### config.mk
export PLATFORM = sky130hd
export DESIGN_NAME = reducao_media_flat
export DESIGN_NICKNAME = d
export VERILOG_FILES = /design/src/rtl/reducao_media_if.sv /design/src/rtl/reducao_media.sv /design/src/flat_wrapper.sv
export SDC_FILE = /design/constraint.sdc
export NUM_CORES = 1
export LEC_CHECK = 0
export BUFFER_PORTS_ARGS = -buffer_cell sky130_fd_sc_hd__buf_2
export CORE_MARGIN = 10
export CORE_UTILIZATION = 40
export CTS_BUF_LIST = sky130_fd_sc_hd__clkbuf_8 sky130_fd_sc_hd__clkbuf_16
export DETAILED_ROUTE_END_ITERATION = 10
export GPL_TIMING_DRIVEN = 1
export HOLD_SLACK_MARGIN = 0.08
export PLACE_DENSITY_LB_ADDON = 0.15
export SYNTH_ARGS = -nofsm -noshare
export SYNTH_HDL_FRONTEND = slang
export SYNTH_SLANG_ARGS = --single-unit
### constraint.sdc
create_clock -name clk -period 6.3 [get_ports clk]
set_input_delay 0.315 -clock clk [delete_from_list [all_inputs] [get_ports clk]]
set_output_delay 0.315 -clock clk [all_outputs]
set_load 0.01 [all_outputs]
### src/rtl/reducao_media_if.sv
// Bus between the frame downscaler and its source/destination memories.
// The testbench or host holds the master side.
interface reducao_media_if;
  logic        start;
  logic [1:0]  zoom_select;
  logic [7:0]  pixel_in;
  logic [14:0] rom_addr;
  logic [18:0] ram_addr;
  logic        wren;
  logic [7:0]  pixel_out;
  logic        busy;
  logic        done;

  modport master (
    output start, zoom_select, pixel_in,
    input  rom_addr, ram_addr, wren, pixel_out, busy, done
  );

  modport slave (
    input  start, zoom_select, pixel_in,
    output rom_addr, ram_addr, wren, pixel_out, busy, done
  );
endinterface

### src/rtl/reducao_media.sv
// Block-average image downscaler: streams one source pixel per cycle and
// writes one averaged pixel per f x f block, for f = 1, 2 or 4.
module reducao_media #(
  parameter int LARGURA_ORIG = 160,
  parameter int ALTURA_ORIG  = 120
) (
  input logic             clk,
  input logic             rst,
  reducao_media_if.slave  bus
);

  localparam int OXW = (LARGURA_ORIG > 1) ? $clog2(LARGURA_ORIG) : 1;
  localparam int OYW = (ALTURA_ORIG > 1) ? $clog2(ALTURA_ORIG) : 1;

  typedef enum logic [2:0] {
    IDLE  = 3'd0,
    READ  = 3'd1,
    DRAIN = 3'd2,
    FLUSH = 3'd3,
    FINAL = 3'd4
  } state_t;

  // The factor is held as log2(f): 0, 1 or 2.
  function automatic logic [1:0] log2f(input logic [1:0] zs);
    case (zs)
      2'b01:   log2f = 2'd1;
      2'b10:   log2f = 2'd2;
      default: log2f = 2'd0;
    endcase
  endfunction

  function automatic logic [1:0] fm1(input logic [1:0] lf);
    case (lf)
      2'd1:    fm1 = 2'd1;
      2'd2:    fm1 = 2'd3;
      default: fm1 = 2'd0;
    endcase
  endfunction

  function automatic logic [OXW-1:0] ox_last(input logic [1:0] lf);
    case (lf)
      2'd1:    ox_last = OXW'(LARGURA_ORIG / 2 - 1);
      2'd2:    ox_last = OXW'(LARGURA_ORIG / 4 - 1);
      default: ox_last = OXW'(LARGURA_ORIG - 1);
    endcase
  endfunction

  function automatic logic [OYW-1:0] oy_last(input logic [1:0] lf);
    case (lf)
      2'd1:    oy_last = OYW'(ALTURA_ORIG / 2 - 1);
      2'd2:    oy_last = OYW'(ALTURA_ORIG / 4 - 1);
      default: oy_last = OYW'(ALTURA_ORIG - 1);
    endcase
  endfunction

  // Address increments: next row inside a block, and jump back up to the
  // top-left of the block to the right (a modulo-2^15 subtraction).
  function automatic logic [14:0] row_step(input logic [1:0] lf);
    case (lf)
      2'd1:    row_step = 15'(LARGURA_ORIG - 1);
      2'd2:    row_step = 15'(LARGURA_ORIG - 3);
      default: row_step = 15'd1;
    endcase
  endfunction

  function automatic logic [14:0] blk_step(input logic [1:0] lf);
    case (lf)
      2'd1:    blk_step = 15'(1 - LARGURA_ORIG);
      2'd2:    blk_step = 15'(1 - 3 * LARGURA_ORIG);
      default: blk_step = 15'd1;
    endcase
  endfunction

  state_t        state_r, state_s;
  logic [1:0]    lf_r, bx_r, by_r;
  logic [OXW-1:0] ox_r;
  logic [OYW-1:0] oy_r;
  logic [18:0]   blk_r, vaddr_r, ram_addr_r;
  logic [14:0]   rom_addr_r;
  logic          v_r, vlast_r, wren_r, busy_r, done_r;
  logic [11:0]   acc_r, sum_s;
  logic [7:0]    pixel_out_r;
  logic          blk_end_s, last_s;

  assign blk_end_s = (bx_r == fm1(lf_r)) && (by_r == fm1(lf_r));
  assign last_s    = blk_end_s && (ox_r == ox_last(lf_r)) && (oy_r == oy_last(lf_r));
  assign sum_s     = acc_r + {4'd0, bus.pixel_in};

  // State register.
  always_ff @(posedge clk or posedge rst) begin
    if (rst) state_r <= IDLE;
    else     state_r <= state_s;
  end

  // Next-state decode.
  always_comb begin
    state_s = state_r;
    case (state_r)
      IDLE:    if (bus.start) state_s = READ; else state_s = IDLE;
      READ:    if (last_s) state_s = DRAIN; else state_s = READ;
      DRAIN:   state_s = FLUSH;
      FLUSH:   state_s = FINAL;
      FINAL:   state_s = IDLE;
      default: state_s = IDLE;
    endcase
  end

  // Source address generator walking blocks in raster order.
  always_ff @(posedge clk or posedge rst) begin
    if (rst) begin
      lf_r       <= 2'd0;
      bx_r       <= 2'd0;
      by_r       <= 2'd0;
      ox_r       <= '0;
      oy_r       <= '0;
      blk_r      <= 19'd0;
      rom_addr_r <= 15'd0;
    end else if (state_r == IDLE && bus.start) begin
      lf_r       <= log2f(bus.zoom_select);
      bx_r       <= 2'd0;
      by_r       <= 2'd0;
      ox_r       <= '0;
      oy_r       <= '0;
      blk_r      <= 19'd0;
      rom_addr_r <= 15'd0;
    end else if (state_r == READ && !last_s) begin
      if (bx_r != fm1(lf_r)) begin
        bx_r       <= bx_r + 2'd1;
        rom_addr_r <= rom_addr_r + 15'd1;
      end else begin
        bx_r <= 2'd0;
        if (by_r != fm1(lf_r)) begin
          by_r       <= by_r + 2'd1;
          rom_addr_r <= rom_addr_r + row_step(lf_r);
        end else begin
          by_r  <= 2'd0;
          blk_r <= blk_r + 19'd1;
          if (ox_r != ox_last(lf_r)) begin
            ox_r       <= ox_r + OXW'(1);
            rom_addr_r <= rom_addr_r + blk_step(lf_r);
          end else begin
            // Right edge: the next row of blocks starts at the next address.
            ox_r       <= '0;
            oy_r       <= oy_r + OYW'(1);
            rom_addr_r <= rom_addr_r + 15'd1;
          end
        end
      end
    end
  end

  // Data path: tags trail the address by one cycle to line up with pixel_in.
  always_ff @(posedge clk or posedge rst) begin
    if (rst) begin
      v_r         <= 1'b0;
      vlast_r     <= 1'b0;
      vaddr_r     <= 19'd0;
      acc_r       <= 12'd0;
      wren_r      <= 1'b0;
      ram_addr_r  <= 19'd0;
      pixel_out_r <= 8'd0;
    end else begin
      v_r     <= (state_r == READ);
      vlast_r <= blk_end_s;
      vaddr_r <= blk_r;
      if (v_r && vlast_r) begin
        pixel_out_r <= 8'(sum_s >> {lf_r, 1'b0});
        ram_addr_r  <= vaddr_r;
        wren_r      <= 1'b1;
        acc_r       <= 12'd0;
      end else if (v_r) begin
        acc_r  <= sum_s;
        wren_r <= 1'b0;
      end else begin
        wren_r <= 1'b0;
      end
    end
  end

  // Status flags registered from the next state.
  always_ff @(posedge clk or posedge rst) begin
    if (rst) begin
      busy_r <= 1'b0;
      done_r <= 1'b0;
    end else begin
      busy_r <= (state_s == READ) || (state_s == DRAIN);
      done_r <= (state_s == FINAL);
    end
  end

  assign bus.rom_addr  = rom_addr_r;
  assign bus.ram_addr  = ram_addr_r;
  assign bus.wren      = wren_r;
  assign bus.pixel_out = pixel_out_r;
  assign bus.busy      = busy_r;
  assign bus.done      = done_r;

endmodule

### src/flat_wrapper.sv
// flat-port wrapper written by rule: the top's interface ports become plain ports
module reducao_media_flat 
#(
  parameter int LARGURA_ORIG = 160,
  parameter int ALTURA_ORIG  = 120
)
  (clk, rst, bus_start, bus_zoom_select, bus_pixel_in, bus_rom_addr, bus_ram_addr, bus_wren, bus_pixel_out, bus_busy, bus_done);
  reducao_media_if bus_i ();
  input logic clk;
  input logic rst;
  input wire logic [$bits(bus_i.start)-1:0] bus_start;
  input wire logic [$bits(bus_i.zoom_select)-1:0] bus_zoom_select;
  input wire logic [$bits(bus_i.pixel_in)-1:0] bus_pixel_in;
  output wire logic [$bits(bus_i.rom_addr)-1:0] bus_rom_addr;
  output wire logic [$bits(bus_i.ram_addr)-1:0] bus_ram_addr;
  output wire logic [$bits(bus_i.wren)-1:0] bus_wren;
  output wire logic [$bits(bus_i.pixel_out)-1:0] bus_pixel_out;
  output wire logic [$bits(bus_i.busy)-1:0] bus_busy;
  output wire logic [$bits(bus_i.done)-1:0] bus_done;
  assign bus_i.start = bus_start;
  assign bus_i.zoom_select = bus_zoom_select;
  assign bus_i.pixel_in = bus_pixel_in;
  assign bus_rom_addr = bus_i.rom_addr;
  assign bus_ram_addr = bus_i.ram_addr;
  assign bus_wren = bus_i.wren;
  assign bus_pixel_out = bus_i.pixel_out;
  assign bus_busy = bus_i.busy;
  assign bus_done = bus_i.done;
  reducao_media #(.LARGURA_ORIG(LARGURA_ORIG), .ALTURA_ORIG(ALTURA_ORIG)) u_core (.clk(clk), .rst(rst), .bus(bus_i));
endmodule
# Word-level counts from Yosys, hierarchy flattened
# Cells that the tools add are included.
[totals] ramBits=0 mem_count=0 ff_bits=121 romBits=0 out_inout_bits=45 input_bits=13 latchBits=0 word_cells=117
[classes] n_mul=0 bitwise=0 addsub=9 div_mod_pow=0 n_reduce_logical=14 n_eq_ne=20 n_mux=56 order_cmp=0 shift=1
[ops] op="$mux 15" count=14
[ops] op="$mux 19" count=4
[ops] op="$mux 8" count=9
[ops] op="$mux 7" count=5
[ops] op="$pmux 8 s2" count=2
[ops] op="$add 15x15->15" count=2
[ops] op="$pmux 15 s2" count=1
[ops] op="$mux 2" count=13
[ops] op="$mux 12" count=2
[ops] op="$add 19x1->19 const B" count=1
[ops] op="$add 15x1->15 const B" count=1
[ops] op="$pmux 7 s2" count=1
[ops] op="$add 12x8->12" count=1
[ops] op="$pmux 3 s4" count=1
[ops] op="$shr 12x3->8" count=1
[ops] op="$eq 3x2->1 const B" count=3
[ops] op="$add 8x1->8 const B" count=1
[ops] op="$eq 8x8->1" count=1
[ops] op="$ne 8x8->1" count=1
[ops] op="$pmux 2 s2" count=2
[ops] op="$add 7x1->7 const B" count=1
[ops] op="$eq 7x7->1" count=1
[ops] op="$eq 3x1->1 const B" count=2
[ops] op="$logic_and 1x1->1" count=6
[ops] op="other kinds (15)" count=24

# Logic depth before layout (Yosys ltp)
[depth] depth_word=31 mapped_depth=13 ltp_nobuf=11

# Worst setup path before layout
# Ideal clock, no wire load.
[synth_timing] kind="reg-to-reg" startpoint="register u_core.lf_r[0]" endpoint="register u_core.rom_addr_r[13] (netlist: u_core.bus.rom_addr[13])" path_buffers=3 required_ps=6220 arrival_time_ps=3267 path_stages_with_launch=14 setup_ps=80 setup_slack_ps=2952 synth_period_minus_slack_ps=3348 path_cell_list="dfrtp_1 > clkbuf_1 > inv_1 > ha_1 > buf_6 > inv_1 > ha_1 > clkbuf_1 > nand4_1 > a21oi_1 > a2111oi_0 > mux2_2 > or4_1 > o211ai_2"
[synth_via] elab_chain_len=13
[synth_rtl] item="start, declared" line="reducao_media.sv:75" rtl="logic [1:0] lf_r, bx_r, by_r;"
[synth_rtl] item="start signal, assigned" line="reducao_media.sv:119" rtl="lf_r <= log2f(bus.zoom_select);"
[synth_rtl] item="$eq 2x2->1 or $eq 2x1->1 (tied branches)"
[synth_rtl] item="$pmux 15 s2" line="reducao_media.sv:67" rtl="case (lf)"
[synth_rtl] item="$mux 15" line="reducao_media.sv:138" rtl="if (ox_r != ox_last(lf_r)) begin"
[synth_rtl] item="$mux 15" line="reducao_media.sv:132" rtl="if (by_r != fm1(lf_r)) begin"
[synth_rtl] item="$mux 15" line="reducao_media.sv:127" rtl="if (bx_r != fm1(lf_r)) begin"
[synth_rtl] item="$mux 15" line="reducao_media.sv:126" rtl="end else if (state_r == READ && !last_s) begin"
[synth_rtl] item="$mux 15" line="reducao_media.sv:118" rtl="end else if (state_r == IDLE && bus.start) begin"
[synth_rtl] item="$add 15x15->15" line="reducao_media.sv:140" rtl="rom_addr_r <= rom_addr_r + blk_step(lf_r);"
[synth_rtl] item="$mux 15" line="reducao_media.sv:138"
[synth_rtl] item="$mux 15" line="reducao_media.sv:132"
[synth_rtl] item="$mux 15" line="reducao_media.sv:127"
[synth_rtl] item="$mux 15" line="reducao_media.sv:126"
[synth_rtl] item="$mux 15" line="reducao_media.sv:118"
[synth_rtl] item="end signal, assigned" line="reducao_media.sv:129" rtl="rom_addr_r <= rom_addr_r + 15'd1;"
[synth_rtl] item="end signal, assigned" line="reducao_media.sv:134" rtl="rom_addr_r <= rom_addr_r + row_step(lf_r);"
[synth_rtl] item="end signal, assigned" line="reducao_media.sv:140"
[synth_rtl] item="end, declared" line="reducao_media.sv:79" rtl="logic [14:0] rom_addr_r;"
# Several ways; a longest one is shown, not always the timed one. The select of a mux whose other input is x is not followed.
# A chain may end at the register's enable or synchronous reset.

# Worst setup path in the final report
# Ends and elaborated chain as after synthesis.

==> flow_summary.rst <==
.. list-table::
   :header-rows: 1

   * - Metric
     - Value
   * - Clock tree root driver cell
     - sky130_fd_sc_hd__clkbuf_16
   * - Cell Pwr Density
     - 219.5 nW/um2
   * - Switch share
     - a little under a quarter
   * - Average cell area after synthesis
     - between 9 and 10 um2
   * - Post-synth top area cell
     - sky130_fd_sc_hd__dfrtp_1
   * - Endpoint class of the critical path
     - register
   * - Area occupied by multi-input gates
     - 3919 um2
   * - Area of the core region
     - 17840 um2
   * - Result of the run
     - finished, final reports clean
   * - DIE AREA
     - 23780 um2
   * - Worst-case vdd ir drop
     - 0.1933 mV
   * - Portion of total power attributed to the clock network
     - 55.2%
   * - Async set-reset flop share out of synthesis
     - 100.0%
   * - Critical R2R Launch
     - u_core.lf_r[0]$_DFFE_PP0P_
   * - Detailed-route vias per instance
     - 5.787
   * - Main flop type after synthesis
     - sky130_fd_sc_hd__dfrtp_1
   * - Worst EP required
     - 6640 ps
   * - Count of buffers inserted at the top-level ports
     - 57
   * - Static Leakage
     - 3.903 nW
   * - Number of synthesized flops with an enable pin
     - 0
   * - Max-slew violation total from the final report
     - 0
   * - Post-synthesis sequential element count
     - 121
   * - Largest delay contributor family on the critical path
     - compound AO/OA/AOI/OAI gates
   * - Sequential cell fraction of total power
     - a little over two fifths
   * - Overall Power
     - roughly 1.8 mW
   * - Final Hold Violating Endpoints
     - 0
   * - Cell type of the slowest stage on the worst timing path
     - sky130_fd_sc_hd__dfrtp_1
   * - Via count
     - 6261
   * - Cells taking the most area after synthesis
     - sky130_fd_sc_hd__dfrtp_1 42%, sky130_fd_sc_hd__nand2_1 6.3%, sky130_fd_sc_hd__ha_1 4.5%
   * - Remaining max-slew budget at the tightest pin
     - 21.96%
   * - Seq/Total Area, Yosys
     - 42.04%
   * - N_diodes
     - 0
   * - Highest fanout seen on the critical path
     - 17
   * - Detailed Route WL
     - 18870 um
   * - CTS tree
     - done
   * - All-layer global routing usage
     - 15.92%
   * - Post-synthesis instance area
     - 7203 um2
   * - Path type of the worst setup path
     - register to register
   * - Initial cell density of the core
     - roughly two fifths
   * - Final count of negative-setup-slack endpoints
     - 0
   * - Layout Area Growth over Synthesis
     - 14.97%
   * - Sinks on the clock net
     - 121
   * - Number of standard-cell rows in the floorplan
     - 49
   * - Number of filler instances in the final layout
     - ~1700
   * - Global route total overflow
     - 0
   * - # Max-Cap Violations
     - 0
   * - Fraction of final layout cells sized beyond drive strength 1
     - 14.54%
   * - Final cycle utilization of the critical path
     - ~64%
   * - Chip height
     - ~150 um
   * - Buffer levels on the longest clock path
     - 2
   * - Cell internal pwr
     - 1.386 mW
   * - Switch Pwr
     - 0.4320 mW
   * - Vias in the first global route
     - 6268
   * - Initial antenna violation count
     - 0
   * - DRC marker count from the first detailed-route iteration
     - between 500 and 600
   * - Setup tns final
     - 0 ps
   * - Gpl congestion
     - 0.9075
   * - Proportion of power drawn by combinational gates
     - around 1.9%
   * - Clock insertion delay at the later pin of the skew report
     - roughly 430 ps
   * - Number of buffers and inverters on the critical path
     - 2
   * - Start point of the critical path
     - u_core.lf_r[0]$_DFFE_PP0P_
   * - Share of the synthesized area in the top cell type
     - about 42%
   * - Register Area
     - just over 3000 um2
   * - Nets
     - between 800 and 900
   * - Drt first pass iters
     - 5
   * - Cts repair resizes
     - 0
   * - Number of buffers inserted to repair setup after CTS
     - 0
   * - Type of the worst min-delay path
     - input port to register
   * - Number of instances in the synthesized netlist
     - 793
   * - Hold wc startpoint
     - bus_start
   * - CTS H-tree lvls
     - 4
   * - Clock buffer count from CTS
     - 17
   * - Post-CTS clock slew at the launch and capture registers of the worst setup and hold paths
     - 60 ps
   * - Post-route design area
     - 8282 um2
   * - Ports
     - just under 60
   * - Highest attainable clock frequency
     - roughly 250 MHz
   * - DPL Wire Length
     - 13310 um
   * - Transition at the pin with the smallest max-transition slack
     - 1158 ps
   * - Most frequent cells in the layout
     - 121 x sky130_fd_sc_hd__nand2_1, 121 x sky130_fd_sc_hd__dfrtp_1, 63 x sky130_fd_sc_hd__nor2_1
   * - Crit path cell chain
     - inv_1 > ha_1 > inv_1 > ha_1 > a22oi_1 > a211oi_1 > a2111oi_0 > mux2_2 > or4_1 > o211ai_2
   * - Total number of yosys warnings
     - 0
   * - Category of the worst setup path launch point
     - register
   * - Critical Path Max Stage Delay
     - 750 ps
   * - Largest net degree at the start of global routing
     - 73
   * - DRC
     - 0
   * - Clock period minus worst slack
     - 4036 ps
   * - Number of distinct library cell variants in the gate-level netlist after synthesis
     - 82
   * - Final core occ
     - 46.42%
   * - Global-route wire length before repair
     - 31780 um
   * - WL per Instance
     - 17.44 um
   * - Die Wd
     - 154.2 um
   * - Hold bufs inserted after CTS
     - 1
   * - Data arrival time of the worst path
     - about 4400 ps
   * - Area after DPL
     - 7664 um2
   * - Post-route ant nets
     - 0
   * - Synthesized Nets
     - 833
   * - Clock skew after layout
     - 13.41 ps
   * - RSZ-0062 raised after global routing
     - false
[cell families (layout without fill, tap and decap cells)]
| kind of cell | Yosys count | count (layout) | share of synthesized area [%] |
|---|---|---|---|
| adder cells (fa/ha/maj) | 27 | 27 | 4.794 |
| buffers and inverters | 64 | 124 | 3.561 |
| AND/OR/NAND/NOR | 307 | 307 | 20.86 |
| AO/OA/AOI/OAI | 211 | 211 | 20.22 |
| multiplexers | 15 | 15 | 2.692 |
| flip-flops | 121 | 121 | 42.04 |
| XOR/XNOR | 48 | 48 | 5.836 |
[layer usage]
metal | global-route usage, % | share of wire [%] | vias to the layer above
li1 | - | - | 2979
met3 | 4.354 | 6.0 | 34
met4 | 6.118 | 2.3 | 0
met5 | 0 | 0 | -
met2 | 25.35 | 46 | 183
met1 | 20.11 | 45 | 3065
[power by group through the flow]
| stage | Clock, mW | Sequential, mW | Combinational, mW |
|---|---|---|---|
| final | 1.00 | 0.778 | 0.0354 |
| after global routing | 1.06 | 0.778 | 0.0410 |
| after global placement | 0 | 0.792 | 0.0355 |
| after CTS | 1.02 | 0.778 | 0.0374 |
| after detailed placement | 0 | 0.792 | 0.0367 |
| after floorplan | 0 | 0.793 | 0.0221 |
[area by class of cell]
class                      count  area share [%]
clock inverter                15           2.206
sequential                   121           36.56
multi-input combinational    608           47.32
inverter                      30           1.390
timing repair buffer          62           3.928
tap                          229           3.460
clock buffer                  17           5.137
[cell usage after synthesis (12+ instances only)]
master / number
sky130_fd_sc_hd__a21oi_1: 42
sky130_fd_sc_hd__a31oi_1: 14
sky130_fd_sc_hd__and3_1: 14
sky130_fd_sc_hd__clkbuf_1: 24
sky130_fd_sc_hd__dfrtp_1: 121
sky130_fd_sc_hd__ha_1: 26
sky130_fd_sc_hd__inv_1: 28
sky130_fd_sc_hd__nand2_1: 121
sky130_fd_sc_hd__nand3_1: 18
sky130_fd_sc_hd__nor2_1: 63
sky130_fd_sc_hd__nor3_1: 12
sky130_fd_sc_hd__o21ai_0: 25
sky130_fd_sc_hd__o21ai_1: 23
sky130_fd_sc_hd__xnor2_1: 20
sky130_fd_sc_hd__xor2_1: 28
[path summary, 6_finish.rpt]
kind / slack, ps / endpoint / cells after the start
setup / recovery: 2260 / u_core.bus.rom_addr[13]$_DFFE_PP0P_ / 10
hold / removal: 120 / u_core.bus.busy$_DFF_PP0_ / 2
setup reg to reg: 2260 / u_core.bus.rom_addr[13]$_DFFE_PP0P_ / 10
hold reg to reg: 400 / u_core.vaddr_r[18]$_DFF_PP0_ / 0
max in group asynchronous: 4420 / u_core.bus.rom_addr[10]$_DFFE_PP0P_ / 4
min in group asynchronous: 510 / u_core.bus.wren$_DFF_PP0_ / 3
[metrics by stage]
stage                     instances  hold slack [ps]  setup WS, ps
after CTS                      1082            122.8          2244
after global placement         1049            392.6          2428
after detailed placement       1049            393.8          2300
after global routing           1082            116.0          1802
after floorplan                 793            374.3          2771
final                          1082            121.0          2264
[sequential cells by signal (all words and copies together), names as in the netlist, 2 cells and up]
| register | count |
|---|---|
| u_core.blk_r | 19 |
| u_core.bus.ram_addr | 19 |
| u_core.vaddr_r | 19 |
| u_core.bus.rom_addr | 15 |
| u_core.acc_r | 12 |
| u_core.bus.pixel_out | 8 |
| u_core.ox_r | 8 |
| u_core.oy_r | 7 |
| u_core.state_r | 3 |
| u_core.bx_r | 2 |
| u_core.by_r | 2 |
| u_core.lf_r | 2 |
Note: power is estimated with default switching activity, not from simulation.
